**config.mk**
```make
export PLATFORM = sky130hd
export DESIGN_NAME = mr_wb_arb_flat
export DESIGN_NICKNAME = d
export VERILOG_FILES = /design/src/rtl/mr_wb_arb_pkg.sv /design/src/rtl/mr_wb_arb_if.sv /design/src/rtl/mr_rr_arb.sv /design/src/rtl/mr_wb_arb.sv /design/src/flat_wrapper.sv
export SDC_FILE = /design/constraint.sdc
export NUM_CORES = 1
export LEC_CHECK = 0
export CAP_MARGIN = 15
export CORE_MARGIN = 2
export CORE_UTILIZATION = 33
export DETAILED_ROUTE_END_ITERATION = 8
export GPL_ROUTABILITY_DRIVEN = 0
export HOLD_SLACK_MARGIN = 0.06
export PLACE_DENSITY = 0.87
export REMOVE_ABC_BUFFERS = 1
export SYNTH_ARGS = -nofsm -noshare
export SYNTH_HDL_FRONTEND = slang
export SYNTH_SLANG_ARGS = --single-unit
```
**constraint.sdc**
```tcl
create_clock -name clk -period 1.55 [get_ports clk]
set_input_delay 0.31 -clock clk [delete_from_list [all_inputs] [get_ports clk]]
set_output_delay 0.31 -clock clk [all_outputs]
set_load 0.05 [all_outputs]
```
**src/rtl/mr_wb_arb_pkg.sv**
```systemverilog
// rtl/mr_wb_arb_pkg.sv - shared widths, writeback request type and fixed requester indices
package mr_wb_arb_pkg;

  localparam int CFG_XLEN        = 32;
  localparam int CFG_REGSEL_BITS = 5;

  typedef struct packed {
    logic [CFG_REGSEL_BITS-1:0] rd;
    logic [CFG_XLEN-1:0]        val;
  } wb_req_t;

  typedef enum logic [0:0] {
    WBSRC_ALU  = 1'b0,
    WBSRC_LDST = 1'b1
  } e_wb_src;

endpackage

```
**src/rtl/mr_wb_arb_if.sv**
```systemverilog
// rtl/mr_wb_arb_if.sv - requester/writeback bundle between EX/LDST sources, the arbiter and ID
interface mr_wb_arb_if
  import mr_wb_arb_pkg::*;
#(
  parameter int NREQ     = 2,
  parameter int XLEN     = CFG_XLEN,
  parameter int REGSEL_W = CFG_REGSEL_BITS
);
  localparam int SRC_W = $clog2(NREQ);

  logic [NREQ-1:0]          req_valid;
  logic [NREQ-1:0]          req_ready;
  logic [NREQ*REGSEL_W-1:0] req_reg;
  logic [NREQ*XLEN-1:0]     req_val;
  logic                     flush;
  logic                     wb_valid;
  logic [REGSEL_W-1:0]      wb_reg;
  logic [XLEN-1:0]          wb_val;
  logic [SRC_W-1:0]         wb_src;

  modport slave (
    input  req_valid, req_reg, req_val, flush,
    output req_ready, wb_valid, wb_reg, wb_val, wb_src
  );

  modport master (
    output req_valid, req_reg, req_val, flush,
    input  req_ready, wb_valid, wb_reg, wb_val, wb_src
  );

endinterface

```
**src/rtl/mr_rr_arb.sv**
```systemverilog
// rtl/mr_rr_arb.sv - generic round-robin arbiter: one-hot grant from the pointer upward, pointer moves past the winner
module mr_rr_arb #(
  parameter int N = 2
) (
  input  logic                 clk,
  input  logic                 rst_n,
  input  logic [N-1:0]         i_req,
  input  logic                 i_en,
  output logic [N-1:0]         o_gnt,
  output logic [$clog2(N)-1:0] o_gnt_idx,
  output logic                 o_gnt_any
);
  localparam int IDX_W = $clog2(N);

  logic [IDX_W-1:0] r_ptr;

  always_comb begin
    o_gnt     = '0;
    o_gnt_idx = '0;
    o_gnt_any = 1'b0;
    if (i_en) begin
      for (int k = 0; k < N; k++) begin
        if (!o_gnt_any && i_req[(int'(r_ptr) + k) % N]) begin
          o_gnt_any                      = 1'b1;
          o_gnt_idx                      = IDX_W'((int'(r_ptr) + k) % N);
          o_gnt[(int'(r_ptr) + k) % N]   = 1'b1;
        end
      end
    end
  end

  always_ff @(posedge clk or negedge rst_n) begin
    if (!rst_n) begin
      r_ptr <= '0;
    end else if (o_gnt_any) begin
      r_ptr <= (o_gnt_idx == IDX_W'(N - 1)) ? '0 : o_gnt_idx + IDX_W'(1);
    end
  end

endmodule

```
**src/rtl/mr_wb_arb.sv**
```systemverilog
// rtl/mr_wb_arb.sv - round-robin share of the regfile write port with registered output and flush gating
// Optional grant/stall counters when MR_WB_ARB_STATS_EN is defined.
module mr_wb_arb
  import mr_wb_arb_pkg::*;
#(
  parameter int NREQ     = 2,
  parameter int XLEN     = CFG_XLEN,
  parameter int REGSEL_W = CFG_REGSEL_BITS
) (
  input  logic              clk,
  input  logic              rst_n,
  mr_wb_arb_if.slave        bus
`ifdef MR_WB_ARB_STATS_EN
  ,
  output logic [NREQ*32-1:0] stat_grants,
  output logic [NREQ*32-1:0] stat_stalls
`endif
);
  localparam int SRC_W = $clog2(NREQ);

  logic [NREQ-1:0]     w_gnt;
  logic [SRC_W-1:0]    w_idx;
  logic                w_any;
  logic                w_en;
  logic [REGSEL_W-1:0] w_sel_reg;
  logic [XLEN-1:0]     w_sel_val;

  logic                r_wb_valid;
  logic [REGSEL_W-1:0] r_wb_reg;
  logic [XLEN-1:0]     r_wb_val;
  logic [SRC_W-1:0]    r_wb_src;

  // Grants are suppressed both in reset and during flush, so nothing is consumed then.
  assign w_en = rst_n & ~bus.flush;

  mr_rr_arb #(.N(NREQ)) u_rr (
    .clk       (clk),
    .rst_n     (rst_n),
    .i_req     (bus.req_valid),
    .i_en      (w_en),
    .o_gnt     (w_gnt),
    .o_gnt_idx (w_idx),
    .o_gnt_any (w_any)
  );

  assign bus.req_ready = w_gnt;
  assign w_sel_reg     = bus.req_reg[int'(w_idx)*REGSEL_W +: REGSEL_W];
  assign w_sel_val     = bus.req_val[int'(w_idx)*XLEN +: XLEN];

  always_ff @(posedge clk or negedge rst_n) begin
    if (!rst_n) begin
      r_wb_valid <= 1'b0;
      r_wb_reg   <= '0;
      r_wb_val   <= '0;
      r_wb_src   <= '0;
    end else if (w_any) begin
      // x0 writes are consumed but never strobed into the regfile.
      r_wb_valid <= (w_sel_reg != '0);
      r_wb_reg   <= w_sel_reg;
      r_wb_val   <= w_sel_val;
      r_wb_src   <= w_idx;
    end else begin
      r_wb_valid <= 1'b0;
      r_wb_reg   <= '0;
      r_wb_val   <= '0;
      r_wb_src   <= '0;
    end
  end

  assign bus.wb_valid = r_wb_valid;
  assign bus.wb_reg   = r_wb_reg;
  assign bus.wb_val   = r_wb_val;
  assign bus.wb_src   = r_wb_src;

`ifdef MR_WB_ARB_STATS_EN
  for (genvar i = 0; i < NREQ; i++) begin : g_stat
    logic [31:0] r_grant_cnt;
    logic [31:0] r_stall_cnt;

    always_ff @(posedge clk or negedge rst_n) begin
      if (!rst_n) begin
        r_grant_cnt <= '0;
        r_stall_cnt <= '0;
      end else begin
        if (w_gnt[i] && (r_grant_cnt != '1)) begin
          r_grant_cnt <= r_grant_cnt + 32'd1;
        end
        if (bus.req_valid[i] && !w_gnt[i] && !bus.flush && (r_stall_cnt != '1)) begin
          r_stall_cnt <= r_stall_cnt + 32'd1;
        end
      end
    end

    assign stat_grants[i*32 +: 32] = r_grant_cnt;
    assign stat_stalls[i*32 +: 32] = r_stall_cnt;
  end
`endif

`ifndef SYNTHESIS
  always @(posedge clk) begin
    if (rst_n) begin
      assert ($onehot0(w_gnt)) else $error("req_ready not onehot0: %b", w_gnt);
      assert ((w_gnt & ~bus.req_valid) == '0) else $error("ready without valid: %b", w_gnt);
      assert (!(bus.flush && (w_gnt != '0))) else $error("grant during flush: %b", w_gnt);
    end
  end
`endif

endmodule
```
**src/flat_wrapper.sv**
```systemverilog
// flat-port wrapper written by rule: the top's interface ports become plain ports
module mr_wb_arb_flat import mr_wb_arb_pkg::*;
#(
  parameter int NREQ     = 2,
  parameter int XLEN     = CFG_XLEN,
  parameter int REGSEL_W = CFG_REGSEL_BITS
)
  (clk, rst_n, bus_req_valid, bus_req_reg, bus_req_val, bus_flush, bus_req_ready, bus_wb_valid, bus_wb_reg, bus_wb_val, bus_wb_src);
  mr_wb_arb_if #(.NREQ(NREQ), .XLEN(XLEN), .REGSEL_W(REGSEL_W)) bus_i ();
  input  logic clk;
  input  logic rst_n;
  input wire logic [$bits(bus_i.req_valid)-1:0] bus_req_valid;
  input wire logic [$bits(bus_i.req_reg)-1:0] bus_req_reg;
  input wire logic [$bits(bus_i.req_val)-1:0] bus_req_val;
  input wire logic [$bits(bus_i.flush)-1:0] bus_flush;
  output wire logic [$bits(bus_i.req_ready)-1:0] bus_req_ready;
  output wire logic [$bits(bus_i.wb_valid)-1:0] bus_wb_valid;
  output wire logic [$bits(bus_i.wb_reg)-1:0] bus_wb_reg;
  output wire logic [$bits(bus_i.wb_val)-1:0] bus_wb_val;
  output wire logic [$bits(bus_i.wb_src)-1:0] bus_wb_src;
  assign bus_i.req_valid = bus_req_valid;
  assign bus_i.req_reg = bus_req_reg;
  assign bus_i.req_val = bus_req_val;
  assign bus_i.flush = bus_flush;
  assign bus_req_ready = bus_i.req_ready;
  assign bus_wb_valid = bus_i.wb_valid;
  assign bus_wb_reg = bus_i.wb_reg;
  assign bus_wb_val = bus_i.wb_val;
  assign bus_wb_src = bus_i.wb_src;
  mr_wb_arb #(.NREQ(NREQ), .XLEN(XLEN), .REGSEL_W(REGSEL_W)) u_core (.clk(clk), .rst_n(rst_n), .bus(bus_i));
endmodule
```
==> impl_results.md <==
* Maximum VDD drop at 580 uV
* Starting Density at 35.0%
* FF-to-FF Start: u_core.u_rr.r_ptr$_DFFE_PN0P_
* Average size of a mapped cell at 14.0 um2
* Compound-cell area share of the yosys netlist at 22.5%
* Die W at 72.7 um
* Clock transition at path regs at 0.07 ns
* TritonCTS buffer count at 5
* Worst Hold Path EP: u_core.u_rr.r_ptr$_DFFE_PN0P_
* Yosys synthesis warning count at 0
* #FFs+latches synth at 40
* Sink Count at 40
* Hold path depth at 1
* PnR worst setup slack at 0.0691 ns
* Synth Area in Simple Gates at 8.12%
* Nets at 324
* Die height at 72.7 um
* Initial DRC count at 59
* Clock root cell: clkbuf_8
* Worst-Skew Late Latency at 0.28 ns
* DP Cell Count at 286
* Unrepaired setup endpoints after global routing: false
* Initial antenna violation count at 0
* Total wire length at 4.56 mm
* Mux contribution to synthesized area at 0%
* First-pass GRT wire length at 7.09 mm
* H-tree Lvls at 2
* Min cycle time layout at 1.48 ns
* Largest net degree at the start of global routing at 23
* Total GRT Usage at 17.6%
* First-pass detailed-route iteration total at 4
* Max reg flops at 32
* Register area share after synthesis at 64.3%
* Number of global-route vias before repair at 1544
* Skew final at 0.00375 ns
* Pre-CTS setup slack at -0.336 ns
* Drt drc at 0
* Combinational family with the most area after synthesis: compound AO/OA/AOI/OAI gates
* CTS Buffer Depth at 2
* Worst relative slew slack at 48.6%
* Syn Inst Count at 111
* Die area at 5280 um2
* WP data arrival at 1.17 ns
* GR Overflow Total at 0
* Min-Delay Path Class: reg2reg
* Final Instance Count excl. Fillers at 298
* Critical path launch point type: flip-flop
* Static leakage at 1.42 nW
* Vias post-DR at 1476
* TritonCTS clock tree: built
* R2R cell count at 5
* Setup TNS at 0 ns
* DP Wirelength at 3.62 mm
* EDFF count, synth at 0
* Row cnt at 24
* Input/output buffers at 119
* R2R Setup Slk at 0.12 ns
* Fillcell total at 353
* Total core area at 4440 um2
* Worst Tran Pin Value at 0.769 ns
* Asr flop ratio synth at 100%
* Synth unique cells at 23
* Xor/xnor share of the synthesized area at 0%
* Antenna-violating nets left at 0
* Fmax at 675 MHz
* Status: complete, no violations
* Inserted Diodes at 0
* Worst Setup SP: u_core.u_rr.r_ptr$_DFFE_PN0P_
* Tcrit/Tclk final at 95.5%
* Num ports at 120
* Max-slew violations at 0
* Post-Syn Area at 1560 um2
* CP max FO at 4
* Hold Vio Cnt, Final at 0
* Endpoint of the worst register-to-register path: u_core.bus.wb_valid$_DFF_PN0_
* CP required at 1.24 ns
* CP endpoint kind: output port
* Synth Area in Adders at 0%
* Max-cap violations at 0
* DR vias/cell at 4.95
* Share of cells above drive strength 1 at 27.6%
* Area Overhead vs Synth at 91.5%
* Startpoint of the worst hold path: u_core.u_rr.r_ptr$_DFFE_PN0P_
* Critical Setup Path Class: reg2out
* PD cells at 869 nW/um2
* DR WL/cell at 15.3 um
* Top_reg_cell synth: dfrtp_1
* # setup viols final at 0
-- what timing repair did --
item,in CTS,in global routing
hold buffers,2,0
resized for setup,9,0
hold endpoints to repair,40,0
buffers inserted,2,0
setup endpoints to repair,4,0
-- through the flow --
| step | instance area (um2) | power [mW] | hold WS [ns] | utilization, % |
|---|---|---|---|---|
| global route | 2980 | 2.70 | 0.597 | 67.1 |
| floorplan | 1480 | 1.40 | 0.0144 | - |
| finish | 2980 | 2.59 | 0.542 | 67.1 |
| detailed placement | 2820 | 1.79 | 0.334 | 63.4 |
| global placement | 2820 | 1.77 | 0.331 | 63.4 |
| CTS | 2980 | 2.61 | 0.546 | 67.1 |
-- per-layer routing --
layer / track usage, % / part of all wire, % / vias up
li1: - / - / 689
met1: 19.2 / 36 / 707
met2: 33.0 / 55 / 78
met3: 4.97 / 8.7 / 2
met4: 4.94 / 0.31 / 0
met5: 0 / 0 / -
-- Yosys cell counts, types with 2 or more instances --
cell | count | share of area [%]
dfrtp_1 | 40 | 64
buf_6 | 6 | 4.3
or4_1 | 2 | 0.96
nand3_1 | 5 | 1.6
a22o_1 | 32 | 18
o21ai_0 | 5 | 1.6
a21oi_1 | 5 | 1.6
-- worst max-delay path, stage by stage (launching register included) --
cell	delay, ns
dfrtp_1	0.39
and2b_2	0.26
nor2_4	0.10
buf_12	0.14
-- placed cells by master, fill, tap and decap left out, drive strengths merged --
cell,synthesis,routed
nor4,1,1
a21o,1,1
o21ai,6,6
or4,2,2
a211oi,1,1
nand2b,1,1
nor3,1,1
nand3b,1,1
nand2,1,1
bufinv,0,1
clkinv,0,1
and3,1,1
dlygate4sd2,0,3
dfrtp,40,40
and3b,1,1
clkdlybuf4s50,0,74
clkbuf,1,6
nor2,2,2
nor2b,1,1
a22o,32,32
dlygate4sd3,0,2
and2b,1,1
a21oi,5,5
buf,7,56
nand3,5,5
-- how the worst max path moves through the flow --
| stage | endpoint | slack (ns) | depth (start not counted) |
|---|---|---|---|
| 2_1_floorplan | bus_req_ready[0] | -0.20 | 2 |
| 3_3_place_gp | bus_req_ready[0] | -0.30 | 4 |
| 3_5_place_dp | bus_req_ready[0] | -0.34 | 4 |
| 4_1_cts | bus_req_ready[1] | 0.06 | 3 |
| 5_1_grt | u_core.bus.wb_valid$_DFF_PN0_ | 0.0003 | 5 |
| 6_report | bus_req_ready[1] | 0.07 | 3 |
-- logic make-up (layout without fill, tap and decap cells) --
kind of cell	after synthesis	in the layout
compound gates	45	45
simple gates	18	18
buf+inv	8	143
flops	40	40
-- where the power goes --
part / total (mW) / switching (mW) / internal [mW]
combinational: 0.664 / 0.331 / 0.333
clock: 0.811 / 0.334 / 0.477
sequential: 1.11 / 0.0194 / 1.09
total: 2.59 / 0.684 / 1.90
-- area by class of cell --
type	count	area (um2)	share of cell area, %
Timing Repair Buffer	135	1310	43.9
Sequential cell	40	1000	33.6
Multi-Input combinational cell	63	498	16.7
Clock buffer	6	72.6	2.43
Tap cell	52	65.1	2.18
Clock inverter	2	35.0	1.18
No activity file was read; power rests on OpenSTA's default activity.
